$ cat src/rtl/yin_diff_engine.sv
// YIN difference-function engine: for each tau in [tau_min, tau_max] it streams sample pairs from memory and accumulates d(tau).
// Optional running-minimum tracker is enabled by defining YIN_DIFF_MIN_TRACK_EN.
module yin_diff_engine #(
    parameter int DATA_WIDTH  = 16,
    parameter int WINDOW_BITS = 8,
    parameter int TAU_BITS    = 6,
    parameter int ADDR_WIDTH  = 16,
    parameter int MEM_LATENCY = 1,
    parameter int ACC_WIDTH   = 2*DATA_WIDTH+WINDOW_BITS
) (
    input  logic                  clk,
    input  logic                  reset,
    input  logic                  start_i,
    input  logic [ADDR_WIDTH-1:0] base_addr_i,
    input  logic [TAU_BITS-1:0]   tau_min_i,
    input  logic [TAU_BITS-1:0]   tau_max_i,
    output logic [ADDR_WIDTH-1:0] mem_addr_o,
    output logic                  mem_rd_en_o,
    input  logic [DATA_WIDTH-1:0] mem_rd_data_i,
    output logic                  res_valid_o,
    input  logic                  res_ready_i,
    output logic [TAU_BITS-1:0]   res_tau_o,
    output logic [ACC_WIDTH-1:0]  res_sum_o,
    output logic                  busy_o,
    output logic                  done_o,
    output logic [ACC_WIDTH-1:0]  min_sum_o,
    output logic [TAU_BITS-1:0]   min_tau_o
);

    localparam int WCW = (MEM_LATENCY > 1) ? $clog2(MEM_LATENCY) : 1;
    localparam logic [WCW-1:0] WAIT_LAST = WCW'(MEM_LATENCY - 1);

    typedef enum logic [2:0] {
        S_IDLE, S_FETCH_XJ, S_WAIT_XJ, S_FETCH_XT, S_WAIT_XT, S_ACCUM, S_EMIT, S_FIN
    } state_t;

    state_t                  state_q, state_d;
    logic [WINDOW_BITS-1:0]  j_q, j_d;
    logic [TAU_BITS-1:0]     tau_q, tau_d;
    logic [TAU_BITS-1:0]     tau_max_q, tau_max_d;
    logic [ADDR_WIDTH-1:0]   base_q, base_d;
    logic [ACC_WIDTH-1:0]    acc_q, acc_d;
    logic [DATA_WIDTH-1:0]   xj_q, xj_d;
    logic [DATA_WIDTH-1:0]   xt_q, xt_d;
    logic [WCW-1:0]          wcnt_q, wcnt_d;

    logic                    fetch_s;
    logic [ADDR_WIDTH-1:0]   addr_s;

    logic [ADDR_WIDTH-1:0]   mem_addr_q;
    logic                    mem_rd_en_q;
    logic                    res_valid_q;
    logic [TAU_BITS-1:0]     res_tau_q;
    logic [ACC_WIDTH-1:0]    res_sum_q;
    logic                    busy_q;
    logic                    done_q;

    function automatic logic [ACC_WIDTH-1:0] sq_diff(input logic [DATA_WIDTH-1:0] a,
                                                    input logic [DATA_WIDTH-1:0] b);
        logic [DATA_WIDTH-1:0]   d;
        logic [2*DATA_WIDTH-1:0] p;
        d = (a >= b) ? (a - b) : (b - a);
        p = {{DATA_WIDTH{1'b0}}, d} * {{DATA_WIDTH{1'b0}}, d};
        return ACC_WIDTH'(p);
    endfunction

    // FSM and datapath state registers
    always_ff @(posedge clk) begin
        if (reset) begin
            state_q   <= S_IDLE;
            j_q       <= {WINDOW_BITS{1'b0}};
            tau_q     <= {TAU_BITS{1'b0}};
            tau_max_q <= {TAU_BITS{1'b0}};
            base_q    <= {ADDR_WIDTH{1'b0}};
            acc_q     <= {ACC_WIDTH{1'b0}};
            xj_q      <= {DATA_WIDTH{1'b0}};
            xt_q      <= {DATA_WIDTH{1'b0}};
            wcnt_q    <= {WCW{1'b0}};
        end else begin
            state_q   <= state_d;
            j_q       <= j_d;
            tau_q     <= tau_d;
            tau_max_q <= tau_max_d;
            base_q    <= base_d;
            acc_q     <= acc_d;
            xj_q      <= xj_d;
            xt_q      <= xt_d;
            wcnt_q    <= wcnt_d;
        end
    end

    // Next-state and datapath update
    always_comb begin
        state_d   = state_q;
        j_d       = j_q;
        tau_d     = tau_q;
        tau_max_d = tau_max_q;
        base_d    = base_q;
        acc_d     = acc_q;
        xj_d      = xj_q;
        xt_d      = xt_q;
        wcnt_d    = {WCW{1'b0}};
        case (state_q)
            S_IDLE: begin
                if (start_i) begin
                    base_d    = base_addr_i;
                    tau_d     = tau_min_i;
                    tau_max_d = tau_max_i;
                    j_d       = {WINDOW_BITS{1'b0}};
                    acc_d     = {ACC_WIDTH{1'b0}};
                    state_d   = (tau_min_i > tau_max_i) ? S_FIN : S_FETCH_XJ;
                end else begin
                    state_d = S_IDLE;
                end
            end
            S_FETCH_XJ: state_d = S_WAIT_XJ;
            S_WAIT_XJ: begin
                // Capture lands on the last wait cycle, exactly MEM_LATENCY after the strobe
                if (wcnt_q == WAIT_LAST) begin
                    xj_d    = mem_rd_data_i;
                    state_d = S_FETCH_XT;
                end else begin
                    wcnt_d = wcnt_q + WCW'(1);
                end
            end
            S_FETCH_XT: state_d = S_WAIT_XT;
            S_WAIT_XT: begin
                if (wcnt_q == WAIT_LAST) begin
                    xt_d    = mem_rd_data_i;
                    state_d = S_ACCUM;
                end else begin
                    wcnt_d = wcnt_q + WCW'(1);
                end
            end
            S_ACCUM: begin
                acc_d = acc_q + sq_diff(xj_q, xt_q);
                if (j_q == {WINDOW_BITS{1'b1}}) begin
                    state_d = S_EMIT;
                end else begin
                    j_d     = j_q + WINDOW_BITS'(1);
                    state_d = S_FETCH_XJ;
                end
            end
            S_EMIT: begin
                if (res_ready_i) begin
                    if (tau_q == tau_max_q) begin
                        state_d = S_FIN;
                    end else begin
                        tau_d   = tau_q + TAU_BITS'(1);
                        j_d     = {WINDOW_BITS{1'b0}};
                        acc_d   = {ACC_WIDTH{1'b0}};
                        state_d = S_FETCH_XJ;
                    end
                end else begin
                    state_d = S_EMIT;
                end
            end
            S_FIN:   state_d = S_IDLE;
            default: state_d = S_IDLE;
        endcase
    end

    assign fetch_s = (state_d == S_FETCH_XJ) || (state_d == S_FETCH_XT);
    assign addr_s  = base_d + ADDR_WIDTH'(j_d)
                   + ((state_d == S_FETCH_XT) ? ADDR_WIDTH'(tau_d) : {ADDR_WIDTH{1'b0}});

    // Registered outputs, decoded from the upcoming state so they align with it
    always_ff @(posedge clk) begin
        if (reset) begin
            mem_addr_q  <= {ADDR_WIDTH{1'b0}};
            mem_rd_en_q <= 1'b0;
            res_valid_q <= 1'b0;
            res_tau_q   <= {TAU_BITS{1'b0}};
            res_sum_q   <= {ACC_WIDTH{1'b0}};
            busy_q      <= 1'b0;
            done_q      <= 1'b0;
        end else begin
            mem_rd_en_q <= fetch_s;
            if (fetch_s) begin
                mem_addr_q <= addr_s;
            end
            res_valid_q <= (state_d == S_EMIT);
            if ((state_q == S_ACCUM) && (state_d == S_EMIT)) begin
                res_tau_q <= tau_q;
                res_sum_q <= acc_d;
            end
            busy_q <= (state_d != S_IDLE);
            done_q <= (state_d == S_FIN);
        end
    end

    assign mem_addr_o  = mem_addr_q;
    assign mem_rd_en_o = mem_rd_en_q;
    assign res_valid_o = res_valid_q;
    assign res_tau_o   = res_tau_q;
    assign res_sum_o   = res_sum_q;
    assign busy_o      = busy_q;
    assign done_o      = done_q;

`ifdef YIN_DIFF_MIN_TRACK_EN
    logic [ACC_WIDTH-1:0] min_sum_q;
    logic [TAU_BITS-1:0]  min_tau_q;

    // Running minimum over transferred results; strict compare keeps the first minimum
    always_ff @(posedge clk) begin
        if (reset) begin
            min_sum_q <= {ACC_WIDTH{1'b1}};
            min_tau_q <= {TAU_BITS{1'b0}};
        end else if ((state_q == S_IDLE) && start_i) begin
            min_sum_q <= {ACC_WIDTH{1'b1}};
            min_tau_q <= {TAU_BITS{1'b0}};
        end else if ((state_q == S_EMIT) && res_ready_i && (res_sum_q < min_sum_q)) begin
            min_sum_q <= res_sum_q;
            min_tau_q <= res_tau_q;
        end else begin
            min_sum_q <= min_sum_q;
            min_tau_q <= min_tau_q;
        end
    end

    assign min_sum_o = min_sum_q;
    assign min_tau_o = min_tau_q;
`else
    assign min_sum_o = {ACC_WIDTH{1'b0}};
    assign min_tau_o = {TAU_BITS{1'b0}};
`endif

endmodule

$ cat config.mk
export PLATFORM = sky130hd
export DESIGN_NAME = yin_diff_engine
export DESIGN_NICKNAME = d
export VERILOG_FILES = /design/src/rtl/yin_diff_engine.sv
export SDC_FILE = /design/constraint.sdc
export NUM_CORES = 1
export LEC_CHECK = 0
export BUFFER_PORTS_ARGS = -buffer_cell sky130_fd_sc_hd__buf_2
export CAP_MARGIN = 20
export CORE_MARGIN = 1
export CORE_UTILIZATION = 40
export CTS_CLUSTER_DIAMETER = 30
export DETAILED_ROUTE_END_ITERATION = 10
export PLACE_DENSITY = 0.62
export SYNTH_ARGS = -nofsm -noshare
export SYNTH_HDL_FRONTEND = slang
export SYNTH_SLANG_ARGS = --single-unit
export TNS_END_PERCENT = 10
$ cat constraint.sdc
create_clock -name clk -period 7.81 [get_ports clk]
set_input_delay 0.781 -clock clk [delete_from_list [all_inputs] [get_ports clk]]
set_output_delay 0.781 -clock clk [all_outputs]
set_load 0.02 [all_outputs]
# [After elaboration in Yosys (flattened, before gate mapping)]
# Cells that the tools add are included.
[classes] add_sub_neg=8 mul=1 n_lt_le_gt_ge=2 eq_ne=13 muxes=25 bitwise=2 reduce_logical=9
[op_table] cell="$mux 40" n=3
[op_table] cell="$pmux 40 s3" n=1
[op_table] cell="$mux 16" n=3
[op_table] cell="$add 40x32->40" n=1
[op_table] cell="$mul 16x16->32" n=1
[op_table] cell="$mux 8" n=4
[op_table] cell="$sub 16x16->16" n=2
[op_table] cell="$mux 6" n=4
[op_table] cell="$pmux 3 s8" n=1
[op_table] cell="$pmux 8 s3" n=1
[op_table] cell="$mux 3" n=7
[op_table] cell="$eq 3x3->1 const B" n=6
[op_table] cell="$add 16x6->16" n=1
[op_table] cell="$add 16x8->16" n=1
[op_table] cell="$ge 16x16->1" n=1
[op_table] cell="$pmux 6 s2" n=1
[op_table] cell="$eq 3x2->1 const B" n=3
[op_table] cell="$add 8x1->8 const B" n=1
[op_table] cell="$eq 8x8->1 const B" n=1
[op_table] cell="$add 6x1->6 const B" n=1
[op_table] cell="$eq 3x1->1 const B" n=2
[op_table] cell="$eq 6x6->1" n=1
[op_table] cell="$gt 6x6->1" n=1
[op_table] cell="$reduce_and 2->1" n=3
[op_table] cell="other kinds (8)" n=9
[word_totals] regBits=178 in_bits=48 output_inout_bits=112

# [Depth between registers and ports, before layout]
[logic_depth] word_depth=7 depth_mapped=36 depth_no_buf=33

# [Least setup slack after synthesis]
# OpenSTA, ideal clock, no wires.
[synth_path] path_kind="register to register" startpoint="register xj_q[0]" endpoint="register res_sum_q[39], in the netlist res_sum_o[39]" setup_ns=0.074 t_arrival_ns=8.075 slack_ns=-0.339 stages_incl_launch_ff=35 cell_sequence="dfxtp_1 > inv_1 > ha_1 > fa_1 > inv_1 > a21oi_1 > o221a_2 > o21a_1 > nor4b_1 > nor3_1 > nand2b_1 > buf_2 > inv_2 > buf_2 > nand2_1 > fa_1 > inv_1 > fa_1 > inv_1 > fa_1 > inv_1 > fa_1 > fa_1 > inv_1 > fa_1 > inv_1 > ha_1 > and2_2 > nand3_1 > o221a_2 > o31ai_4 > a211oi_2 > or4_4 > a2111o_1 > a31oi_1"
[synth_via] elab_chain_cells=5 elab_cells_between_ends=7 classes_between="3 x add/sub; 1 x mul; 1 x order compare; 2 x mux"
[synth_rtl] element="from (decl)" line="43" source="logic [DATA_WIDTH-1:0] xj_q, xj_d;"
[synth_rtl] element="from (signal assigned)" line="76" source="xj_q <= {DATA_WIDTH{1'b0}};"
[synth_rtl] element="from (signal assigned)" line="86" source="xj_q <= xj_d;"
[synth_rtl] element="$sub 16x16->16 / $ge 16x16->1 (equally long branches)" line="62" source="d = (a >= b) ? (a - b) : (b - a);"
[synth_rtl] element="$mux 16 (*)" line="62"
[synth_rtl] element="$mul 16x16->32 (*)" line="63" source="p = {{DATA_WIDTH{1'b0}}, d} * {{DATA_WIDTH{1'b0}}, d};"
[synth_rtl] element="$add 40x32->40 (*)" line="136" source="acc_d = acc_q + sq_diff(xj_q, xt_q);"
[synth_rtl] element="$pmux 40 s3 (*)" line="103" source="case (state_q)"
[synth_rtl] element="to (signal assigned)" line="174" source="res_sum_q <= {ACC_WIDTH{1'b0}};"
[synth_rtl] element="to (decl)" line="54" source="logic [ACC_WIDTH-1:0] res_sum_q;"
# Mark *: on every way between the ends. The rest lies on a longest branch, timed or not.
# A chain may end at the register's enable or synchronous reset.

# [Worst setup path in the final report]
[layout_path] startpoint="register xj_q[0]" endpoint="register res_sum_q[32], in the netlist res_sum_o[32]"
# The elaborated chain is that of the path after synthesis.

==> qor.yml <==
synth_adder_area_share_pct: 32.7
maxSlewViolCount: 0
drt_iter0_drc: 943
wire_per_inst_um: 16.6
h-tree-depth: 4
cp-startpoint: "xj_q[0]"
worst_setup_path_start_kind: "flip-flop"
cp_num_buf_inv: 11
ys.flop_type: "dfxtp_1"
yosysMostFrequentCell: "inv_1"
final_area_um2: 23500
routed_wl_um: 53300
worstHoldPathType: "flip-flop to flip-flop"
clk-insertion-delay-late_ps: 490
fin_setup_tns_ps: -2610
drtPass1Iterations: 5
ys_seq_area_share_pct: 19.5
synth_area_um2: 18300
status: "complete, but fails checks"
cp_slowest_stage_delay_ps: 560
antenna_cells: 0
clk_pin_slew_ps: 80
dp_hpwl_um: 42000
final_nets: 2999
critPathArrivalTime_ps: 8430
die_w_um: 216
hold_buffers: 0
drc: 0
drtAntennaViolNets: 0
setup_viol: 26
rsz0062_at_grt: "true"
ios: 160
violations: "negative setup slack"
vias_per_cell: 5.05
grt_pass1_wl_um: 86200
slew_headroom_pct: 39.2
timing.rr.start: "xj_q[0]"
die_y_um: 216
final_core_util_pct: 52.0
first_global_vias: 16653
worst_path_most_repeated_cell: "fa_1"
synth_top_cell_area_share_pct: 22.0
crit_fanout: 6
synth_compound_area_share_pct: 15.6
min_from: "res_tau_o[0]"
synthTopCellsByArea: "fa_1, dfxtp_1, ha_1"
maxCapViolCount: 0
synth_xor_area_share_pct: 2.99
initial_core_util_pct: 40.4
place_ws_ps: -631
io_buffers: 113
synthCells: 2216
coreArea_um2: 45300
clock.fmax_mhz: 124
timing.final.crit_period_ps: 8040
syn_avg_cell_area_um2: 8.26
synth_top_family_by_area: "adder cells"
vias: 16187
end_kind: "flip-flop"
cts_buffer_depth: 2
synthSimpleGateAreaFrac_pct: 16.3
gp_congestion: 0.944
grt_max_degree: 100
post_dp_cell_area_um2: 21600
crit_type: "flip-flop to flip-flop"
async_reset_ff_share_pct: 0
synth-seq-cells: 178
worst_pin_slew_ps: 912
synth_top_area_cell: "fa_1"
antenna_found_initial: 0
cts_buffers: 17
overflow: 0
tritoncts: "yes"
grt_usage_pct: 23.3
setup_ws_ps: -225
clkSinkCount: 178
crit_family: "adder cells"
synth_mux_area_share_pct: 0.991
hold_viol_final: 0
final.period_utilization_pct: 103
drive_gt1_share_pct: 27.4
synth_cell_types: 101
required_ps: 8200
syn2layout_area_growth_pct: 28.6
cts_root_buffer: "clkbuf_16"
rows: 78
finClkSkew_ps: 19.6
die-area_um2: 46600
ys.warnings.count: 0
synth_edf_count: 0
ys_top_cells_by_count: "inv_1, nand2_1, fa_1"
worst_path_max_delay_cell: "fa_1"
kinds of logic (layout without fill, tap and decap cells):
logic type                 Yosys count  count (layout)
AOI/OAI and AO/OA                  437             437
xor gates and xnor gates            59              59
adders and majority gates          358             358
buffers and inverters              515             859
DFF                                178             178
muxes                               17              17
other                                1              47
and+or+nand+nor                    651             651
what timing repair did:
item	in CTS	in global routing
buffers inserted	24	22
cloned	1	0
pin swaps	68	57
setup endpoints to repair	55	58
resized for setup	134	91
final cells by class:
| type | instances | area, um2 |
|---|---|---|
| Multi-Input combinational cell | 1569 | 13900 |
| Clock inverter | 13 | 145 |
| Timing Repair Buffer | 462 | 3350 |
| Sequential cell | 178 | 3570 |
| Fill cell | 4255 | 21700 |
| Inverter | 365 | 1390 |
| Tap cell | 600 | 751 |
| Clock buffer | 19 | 453 |
cell usage in the layout, fill, tap and decap left out, drive strengths merged, types with 9 or more instances in the layout:
master and instances:
and3 17, nand2 259, conb 47, a31oi 13, fa 201, inv 370, nand2b 10, clkbuf 19
nor3 29, a22oi 23, a21oi 154, ha 157, o21ai 70, xor2 14, a211oi 43, nand3b 9
nor2b 20, nor2 194, a21o 23, buf 462, and2 20, o21a 14, mux2i 14, nand3 35
xnor2 45, nand4 12, dfxtp 178, o21bai 10
per-stage QoR:
stage          hold slack (ps)  std cells
2_1_floorplan              436       2262
3_3_place_gp               445       3128
3_5_place_dp               448       3128
4_1_cts                    459       3184
5_1_grt                    483       3206
6_report                   456       3206
registers in the layout, summed over array words and instances (netlist names), 3 cells and up:
| signal | count |
|---|---|
| tau_max_q | 6 |
| j_q | 8 |
| res_sum_o | 40 |
| tau_q | 6 |
| acc_q | 40 |
| xj_q | 16 |
| mem_addr_o | 16 |
| base_q | 16 |
| xt_q | 16 |
| state_q | 3 |
| res_tau_o | 6 |
routing by layer:
layer	vias to the layer above	routed length [um]	part of all wire [%]	track usage, %
li1	7894	-	-	-
met1	7842	23400	44	30.0
met2	377	25800	48	39.2
met3	74	2610	4.9	3.93
met4	0	1490	2.8	8.57
met5	-	0	0	0
tightest hold or removal path: cells and delay by family, from the launching register on:
family	cells	cell delay, ps
flops	1	310
compound gates	1	50
simple gates	1	50
path summary, 6_finish.rpt:
| path | slack, ps | cells past startpoint | to |
|---|---|---|---|
| setup reg to reg | -230 | 35 | res_sum_o[32] |
| hold reg to reg | 460 | 2 | res_tau_o[0] |
| setup / recovery | -230 | 35 | res_sum_o[32] |
| hold / removal | 460 | 2 | res_tau_o[0] |
Power is not shown: default switching activity piles up to over one toggle a cycle in this logic, so the estimate is an artifact.
